==> config.mk <==
export PLATFORM = sky130hd
export DESIGN_NAME = pipe_skid_reg
export DESIGN_NICKNAME = d
export VERILOG_FILES = /design/src/rtl/pipe_skid_reg.sv
export SDC_FILE = /design/constraint.sdc
export NUM_CORES = 1
export LEC_CHECK = 0
export CORE_MARGIN = 4
export CORE_UTILIZATION = 55
export CTS_BUF_LIST = sky130_fd_sc_hd__clkbuf_4 sky130_fd_sc_hd__clkbuf_8 sky130_fd_sc_hd__clkbuf_16
export CTS_CLUSTER_DIAMETER = 120
export DETAILED_ROUTE_END_ITERATION = 12
export PLACE_DENSITY = 0.92
export SYNTH_ARGS = -nofsm -noshare
export SYNTH_HDL_FRONTEND = slang
export SYNTH_SLANG_ARGS = --single-unit
==> constraint.sdc <==
create_clock -name clock -period 5.7 [get_ports clock]
set_input_delay 1.14 -clock clock [delete_from_list [all_inputs] [get_ports clock]]
set_output_delay 1.14 -clock clock [all_outputs]
set_load 0.02 [all_outputs]
==> src/rtl/pipe_skid_reg.sv <==
// Elastic pipeline stage: valid/ready handshake over a main register plus one skid entry,
// with synchronous flush and saturating stall/bubble counters.
module pipe_skid_reg #(
    parameter int unsigned          WIDTH     = 32,
    parameter logic [WIDTH-1:0]     RESET_VAL = '0,
    parameter int unsigned          CNT_W     = 16
) (
    input  logic             clock,
    input  logic             reset,
    input  logic             flush,
    input  logic             clear_cnt,
    input  logic             in_valid,
    output logic             in_ready,
    input  logic [WIDTH-1:0] in_data,
    output logic             out_valid,
    input  logic             out_ready,
    output logic [WIDTH-1:0] out_data,
    output logic [1:0]       occupancy,
    output logic [CNT_W-1:0] stall_count,
    output logic [CNT_W-1:0] bubble_count
);

    typedef enum logic [1:0] {
        StEmpty = 2'd0,
        StOne   = 2'd1,
        StFull  = 2'd2
    } occ_e;

    localparam logic [CNT_W-1:0] CntMax = {CNT_W{1'b1}};
    localparam logic [CNT_W-1:0] CntOne = CNT_W'(1);

    occ_e             state_q;
    logic [WIDTH-1:0] main_q;
    logic [WIDTH-1:0] skid_q;
    logic             in_ready_q;
    logic [CNT_W-1:0] stall_q;
    logic [CNT_W-1:0] bubble_q;

    logic in_fire;
    logic out_fire;
    logic main_valid;
    logic skid_valid;
    logic stall_hit;
    logic bubble_hit;

    assign main_valid = (state_q != StEmpty);
    assign skid_valid = (state_q == StFull);
    assign in_fire    = in_valid & in_ready_q;
    assign out_fire   = main_valid & out_ready;

    // in_ready_q always mirrors "next state is not FULL", so it never depends on out_ready
    // combinationally.
    always_ff @(posedge clock or negedge reset) begin
        if (!reset) begin
            state_q    <= StEmpty;
            main_q     <= RESET_VAL;
            skid_q     <= RESET_VAL;
            in_ready_q <= 1'b1;
        end else if (flush) begin
            state_q    <= StEmpty;
            main_q     <= RESET_VAL;
            skid_q     <= RESET_VAL;
            in_ready_q <= 1'b1;
        end else begin
            case (state_q)
                StEmpty: begin
                    if (in_fire) begin
                        state_q <= StOne;
                        main_q  <= in_data;
                    end
                end
                StOne: begin
                    if (in_fire && out_fire) begin
                        main_q <= in_data;
                    end else if (in_fire) begin
                        state_q    <= StFull;
                        skid_q     <= in_data;
                        in_ready_q <= 1'b0;
                    end else if (out_fire) begin
                        state_q <= StEmpty;
                    end
                end
                StFull: begin
                    if (out_fire) begin
                        state_q    <= StOne;
                        main_q     <= skid_q;
                        in_ready_q <= 1'b1;
                    end
                end
                default: begin
                    state_q    <= StEmpty;
                    in_ready_q <= 1'b1;
                end
            endcase
        end
    end

    // Qualifying conditions use the pre-flush state, so a flush cycle still counts.
    assign stall_hit  = main_valid & ~out_ready;
    assign bubble_hit = ~main_valid & out_ready;

    always_ff @(posedge clock or negedge reset) begin
        if (!reset) begin
            stall_q  <= '0;
            bubble_q <= '0;
        end else if (clear_cnt) begin
            stall_q  <= '0;
            bubble_q <= '0;
        end else begin
            if (stall_hit && (stall_q != CntMax)) begin
                stall_q <= stall_q + CntOne;
            end
            if (bubble_hit && (bubble_q != CntMax)) begin
                bubble_q <= bubble_q + CntOne;
            end
        end
    end

    assign in_ready     = in_ready_q;
    assign out_valid    = main_valid;
    assign out_data     = main_q;
    assign occupancy    = state_q;
    assign stall_count  = stall_q;
    assign bubble_count = bubble_q;

`ifndef SYNTHESIS
    always_ff @(posedge clock) begin
        if (reset) begin
            assert (in_ready_q == !skid_valid)
                else $error("in_ready out of step with occupancy");
        end
    end
`endif

endmodule

==> results.py, run 1 <==
metrics = {
    "layout": {
        "layout_commonest_cell": "clkdlybuf4s50_1",
        "final_area_um2": 6260,
        "n_antenna_cell": 0,
        "layout.nets": 648,
        "syn_to_final_growth_pct": 27.2,
        "nFillCells": 645,
        "final_util_pct": 71.8,
        "layout_common_cells": "clkdlybuf4s50_1, dfrtp_1, nand2_1",
        "multiInputGateArea_um2": 2290,
        "regArea_um2": 2480,
        "post_route_cells_drive_above_1_share_pct": 6.08,
    },
    "timing": {
        "drv_slew": 0,
        "final_hold_viol_count": 0,
        "min_period_ns": 3.33,
        "period_share_pct": 58.4,
        "fmax_mhz": 301,
        "rsz0062_at_grt": "no",
        "setup_viol": 0,
        "tns_ns": 0,
        "skew_ns": 0.0137,
        "worstMarginPinSlew_ns": 1.18,
        "relSlewSlack_pct": 21.5,
    },
    "grt": {
        "antenna_found_initial": 0,
        "grt_use_total_pct": 24.8,
        "grt.met2_usage_pct": 41.7,
        "grt_max_degree": 67,
        "grt_pass1_wl_um": 20700,
        "busiest_layer": "met2",
        "met3_usage_pct": 3.79,
        "use_met1_pct": 32.7,
        "grt_pass1_vias": 4261,
        "grt-ovfl-total": 0,
    },
    "routing": {
        "drc": 0,
        "drtIter0Drc": 216,
        "wirelength_um": 12500,
        "vias": 4404,
        "via_per_inst": 6.14,
        "ant_nets": 0,
        "wl_per_cell_um": 17.5,
        "first_pass_iters": 4,
    },
    "logic_synthesis": {
        "synth_edf_count": 0,
        "syn_avg_cell_area_um2": 9.54,
        "syn_inst": 516,
        "yosys_warnings": 0,
        "synth_seq_cells": 99,
        "async_flop_share_pct": 100,
        "yosys.cell_types.count": 41,
        "ys.flop_type": "dfrtp_1",
        "seq_area_frac_synth_pct": 50.4,
        "synth_fp_nets": 560,
        "synth.cell_area_um2": 4920,
    },
    "power_and_ir_drop": {
        "total_power_mw": 2.24,
        "clockPowerShare_pct": 21.1,
        "combPwrFrac_pct": 37.9,
        "p_int_mw": 1.42,
        "vdd_drop_max_uv": 247,
        "power_density_nw_per_um2": 358,
        "swShare_pct": 36.7,
        "p_leak_nw": 2.40,
        "pwr-share-seq_pct": 41.1,
        "p_sw_mw": 0.822,
    },
    "clock_tree": {
        "clkLatencyLatePin_ns": 0.37,
        "cts.clk_slew.worst_paths_ns": 0.09,
        "cts_made_buffers": 9,
        "post_cts_buffers": 0,
        "hold_buffers": 0,
        "htree_levels": 3,
        "root_buffer": "clkbuf_8",
        "clockBufferDepth": 2,
        "cts_tree": "built",
        "cts_sinks": 99,
        "cts.repair.resized": 0,
    },
    "die": {
        "fp-row-count": 34,
        "ioPinCount": 106,
        "initial_core_util_pct": 56.4,
        "die_w_um": 103,
        "core_area_um2": 8720,
        "dieArea_um2": 10500,
        "fp.dieH_um": 103,
    },
    "worst_hold_path": {
        "hold_depth": 2,
        "hp-class": "reg -> reg",
    },
    "setup_path": {
        "r2r_end": "out_data[16]",
        "rr_startpoint": "occupancy[0]",
        "r2r_cells": 6,
        "endpoint_kind": "flop",
        "cp.required_ns": 5.88,
        "cp-start-kind": "primary input",
        "crit_start": "out_ready",
        "cp_max_fo": 33,
        "crit_end": "out_data[12]",
        "worstSetupPathType": "in -> reg",
        "arrival_ns": 3.51,
        "rrSetupSlack_ns": 2.82,
    },
    "placement": {
        "dpl-instance-area_um2": 6050,
        "io_buffers": 105,
        "hpwl_um": 8660,
        "gp_congestion": 0.807,
    },
    "run": {
        "cap_violations": 0,
    },
    "status": {
        "status": "finished clean",
    },
}
worst min-delay path by stage:
stage                     startpoint         end
final                     skid_q[30]  skid_q[30]
after detailed placement   skid_q[5]   skid_q[5]
after global routing      skid_q[11]  skid_q[11]
after CTS                 skid_q[18]  skid_q[18]
after floorplan            skid_q[0]   skid_q[0]
after global placement    skid_q[18]  skid_q[18]
sequential cells by signal, indices dropped and copies added (netlist names):
name and flops:
bubble_count 16, occupancy 2, in_ready 1, skid_q 32
out_data 32, stall_count 16
through the flow:
step                      setup WS, ns  hold WS, ns  cells
after CTS                         2.40        0.528    717
after global placement            2.20        0.509    701
final                             2.37        0.528    717
after floorplan                   3.21        0.501    516
after detailed placement          2.04        0.516    701
after global routing              2.19        0.552    717
layout make-up:
type	count	area share [%]
timing repair buffer	112	17.5
sequential	99	39.6
multi-input combinational	370	36.6
tap	108	2.16
inverter	12	0.720
clock inverter	5	0.960
clock buffer	11	2.42
cell usage after synthesis, types with 2 or more instances:
library cell,number,area share (%)
or3_1,10,1.3
nor4_1,5,0.64
or2_2,2,0.25
dfrtp_1,98,50
a21oi_1,57,5.8
nor3_1,36,3.7
nand2_1,77,5.9
o311ai_0,2,0.36
clkbuf_1,29,2.2
nor2b_1,4,0.51
and4_1,6,1.1
and3_1,3,0.38
inv_1,12,0.92
a311oi_1,2,0.36
o41ai_1,2,0.36
nand2b_1,3,0.38
buf_2,5,0.51
nand4_1,10,1.3
ha_1,6,1.5
nand3_1,15,1.5
mux2i_1,33,6.7
mux2_2,3,0.69
o21ai_0,14,1.4
o21a_1,3,0.46
nor2_1,7,0.53
or4_1,12,1.8
a211oi_1,35,5.3
o31a_1,3,0.53
o31ai_1,10,1.5
per-layer routing:
| metal | part of all wire, % | wire length, um | up-vias |
|---|---|---|---|
| met5 | 0 | 0 | - |
| met4 | 2.3 | 293 | 0 |
| met3 | 7.0 | 878 | 26 |
| met2 | 50 | 6280 | 171 |
| met1 | 41 | 5090 | 2128 |
| li1 | - | - | 2079 |
power groups by stage:
stage | Clock (mW) | Sequential (mW) | Combinational, mW
2_1_floorplan | 0 | 1.03 | 0.374
3_3_place_gp | 0 | 0.927 | 0.821
3_5_place_dp | 0 | 0.928 | 0.851
4_1_cts | 0.476 | 0.919 | 0.855
5_1_grt | 0.512 | 0.933 | 0.921
6_report | 0.472 | 0.920 | 0.849
logic make-up after synthesis:
group	Yosys count	synth area share (%)
AOI/OAI and AO/OA	132	16.9
xor gates and xnor gates	1	0.178
adders and majority gates	6	1.53
buffers and inverters	47	3.71
DFF	99	50.4
muxes	36	7.40
and+or+nand+nor	195	20.0
critical path: stages:
cell and delay, ns:
clkdlybuf4s50_1 0.75, nand2b_1 0.25, a211oi_4 0.25, buf_4 0.37, or2_2 0.57, a211oi_1 0.16
No activity file was read; power rests on OpenSTA's default activity.
==> inputs of run 2 (changes only) <==
- CORE_UTILIZATION: 55 -> 51
- PLACE_DENSITY: 0.92 -> 0.86
- clock period: 5.7 -> 3.2 ns (I/O delays scaled with it)
==> run 2 against run 1 <==
Compared with the run above: flip-flop and latch count unchanged; non-clock buffer count up 6; clock skew up 0.0019 ns; utilization down 3.7 points; register-to-register slack worse by 2.1 ns; count of clock-buffer cells in the layout unchanged; highest routed layer unchanged; design area up 1.4%; critical path depth down 2; final cell count up 3.8%; wire length down 1.8%.
==> results.py, run 2 (synthesized netlist as in run 1, its figures left out) <==
metrics = {
    "status": {
        "status": "finished clean",
    },
    "setup_path": {
        "cp_max_fo": 15,
        "crit_path_cell_trace": "inv_1 -> ha_1 -> inv_1 -> clkdlybuf4s50_1",
        "endpoint_kind": "primary output",
        "slowest_delay_ns": 0.57,
        "worstSetupPathType": "reg -> out",
        "cp-start-kind": "flop",
        "slowest_stage": "clkdlybuf4s50_1",
        "cp_common_cell": "inv_1",
        "cp.buffers_inverters": 3,
        "cp.required_ns": 2.56,
        "crit_family": "buffers and inverters",
        "rrSetupSlack_ns": 0.70,
        "arrival_ns": 2.12,
    },
    "routing": {
        "drtIter0Drc": 207,
        "wirelength_um": 12300,
        "drc": 0,
        "via_per_inst": 5.93,
        "ant_nets": 0,
        "wl_per_cell_um": 16.5,
        "vias": 4413,
        "first_pass_iters": 4,
    },
    "die": {
        "core_area_um2": 9330,
        "fp-row-count": 35,
        "initial_core_util_pct": 52.8,
        "ioPinCount": 106,
        "fp.dieH_um": 106,
        "die_w_um": 106,
        "dieArea_um2": 11300,
    },
    "grt": {
        "grt_max_degree": 64,
        "grt_pass1_vias": 4385,
        "antenna_found_initial": 0,
        "grt_pass1_wl_um": 20700,
        "grt-ovfl-total": 0,
        "grt_use_total_pct": 22.4,
    },
    "clock_tree": {
        "post_cts_buffers": 0,
        "clkLatencyLatePin_ns": 0.36,
        "htree_levels": 3,
        "root_buffer": "clkbuf_8",
        "cts_tree": "built",
        "cts.clk_slew.worst_paths_ns": 0.10,
        "cts.repair.resized": 0,
        "cts_made_buffers": 9,
        "hold_buffers": 0,
        "cts_sinks": 99,
        "clockBufferDepth": 2,
    },
    "layout": {
        "fin_cells": 744,
        "layout_commonest_cell": "clkdlybuf4s50_1",
        "multiInputGateArea_um2": 2290,
        "layout.nets": 654,
        "layout_common_cells": "clkdlybuf4s50_1, dfrtp_1, nand2_1",
        "n_antenna_cell": 0,
        "final_util_pct": 68.0,
        "syn_to_final_growth_pct": 28.9,
        "nFillCells": 743,
        "regArea_um2": 2480,
        "post_route_cells_drive_above_1_share_pct": 6.99,
    },
    "placement": {
        "dpl.cell_count": 728,
        "gp_congestion": 0.880,
        "hpwl_um": 8700,
        "io_buffers": 105,
        "pre_cts_ws_ns": 0.568,
    },
    "timing": {
        "relSlewSlack_pct": 39.2,
        "worstMarginPinSlew_ns": 0.904,
        "tns_ns": 0,
        "rsz0062_at_grt": "no",
        "final_hold_viol_count": 0,
        "skew_ns": 0.0156,
        "drv_slew": 0,
        "setup_ws_ns": 0.437,
        "fmax_mhz": 362,
        "period_share_pct": 86.3,
        "min_period_ns": 2.76,
        "setup_viol": 0,
    },
    "power_and_ir_drop": {
        "total_power_mw": 3.97,
        "vdd_drop_max_uv": 467,
        "p_leak_nw": 2.43,
        "power_density_nw_per_um2": 625,
    },
    "run": {
        "cap_violations": 0,
    },
    "worst_hold_path": {
        "hp-class": "in -> async",
    },
}
==> run 2: through the flow <==
stage,area [um^2],hold slack (ns)
after CTS,6340,0.252
after detailed placement,6140,0.516
after global placement,6140,0.509
after global routing,6340,0.272
final,6340,0.249
after floorplan,4920,0.344
==> run 2: report_power, final <==
part | leakage (nW) | internal [mW] | total, mW | switching (mW)
clock network | 0.101 | 0.384 | 0.818 | 0.434
logic | 0.986 | 0.663 | 1.52 | 0.861
registers | 1.35 | 1.47 | 1.63 | 0.156
total | 2.43 | 2.52 | 3.97 | 1.45
==> run 2: final timing paths <==
check,start,end,depth (start not counted)
worst min-delay path,reset,bubble_count[15],1
max in group asynchronous,reset,in_ready,2
min in group clock,skid_q[14],skid_q[14],2
worst max-delay path,occupancy[0],out_valid,4
worst max register to register,occupancy[0],bubble_count[9],6
worst min register to register,skid_q[14],skid_q[14],2
==> run 2: layout make-up <==
cell class | count | share of cell area, %
clock buffers | 11 | 2.19
clock inverters | 5 | 1.01
inverters | 12 | 0.710
multi-input cells | 370 | 36.1
flip-flops and latches | 99 | 39.1
well taps | 129 | 2.54
repair buffers | 118 | 18.4
==> run 2: metal layers <==
metal | global-route usage, % | vias up | wire (um)
met5 | 0 | - | 0
met4 | 6.57 | 0 | 155
met3 | 3.46 | 15 | 699
met2 | 40.2 | 133 | 6180
met1 | 27.9 | 2182 | 5280
li1 | - | 2083 | -
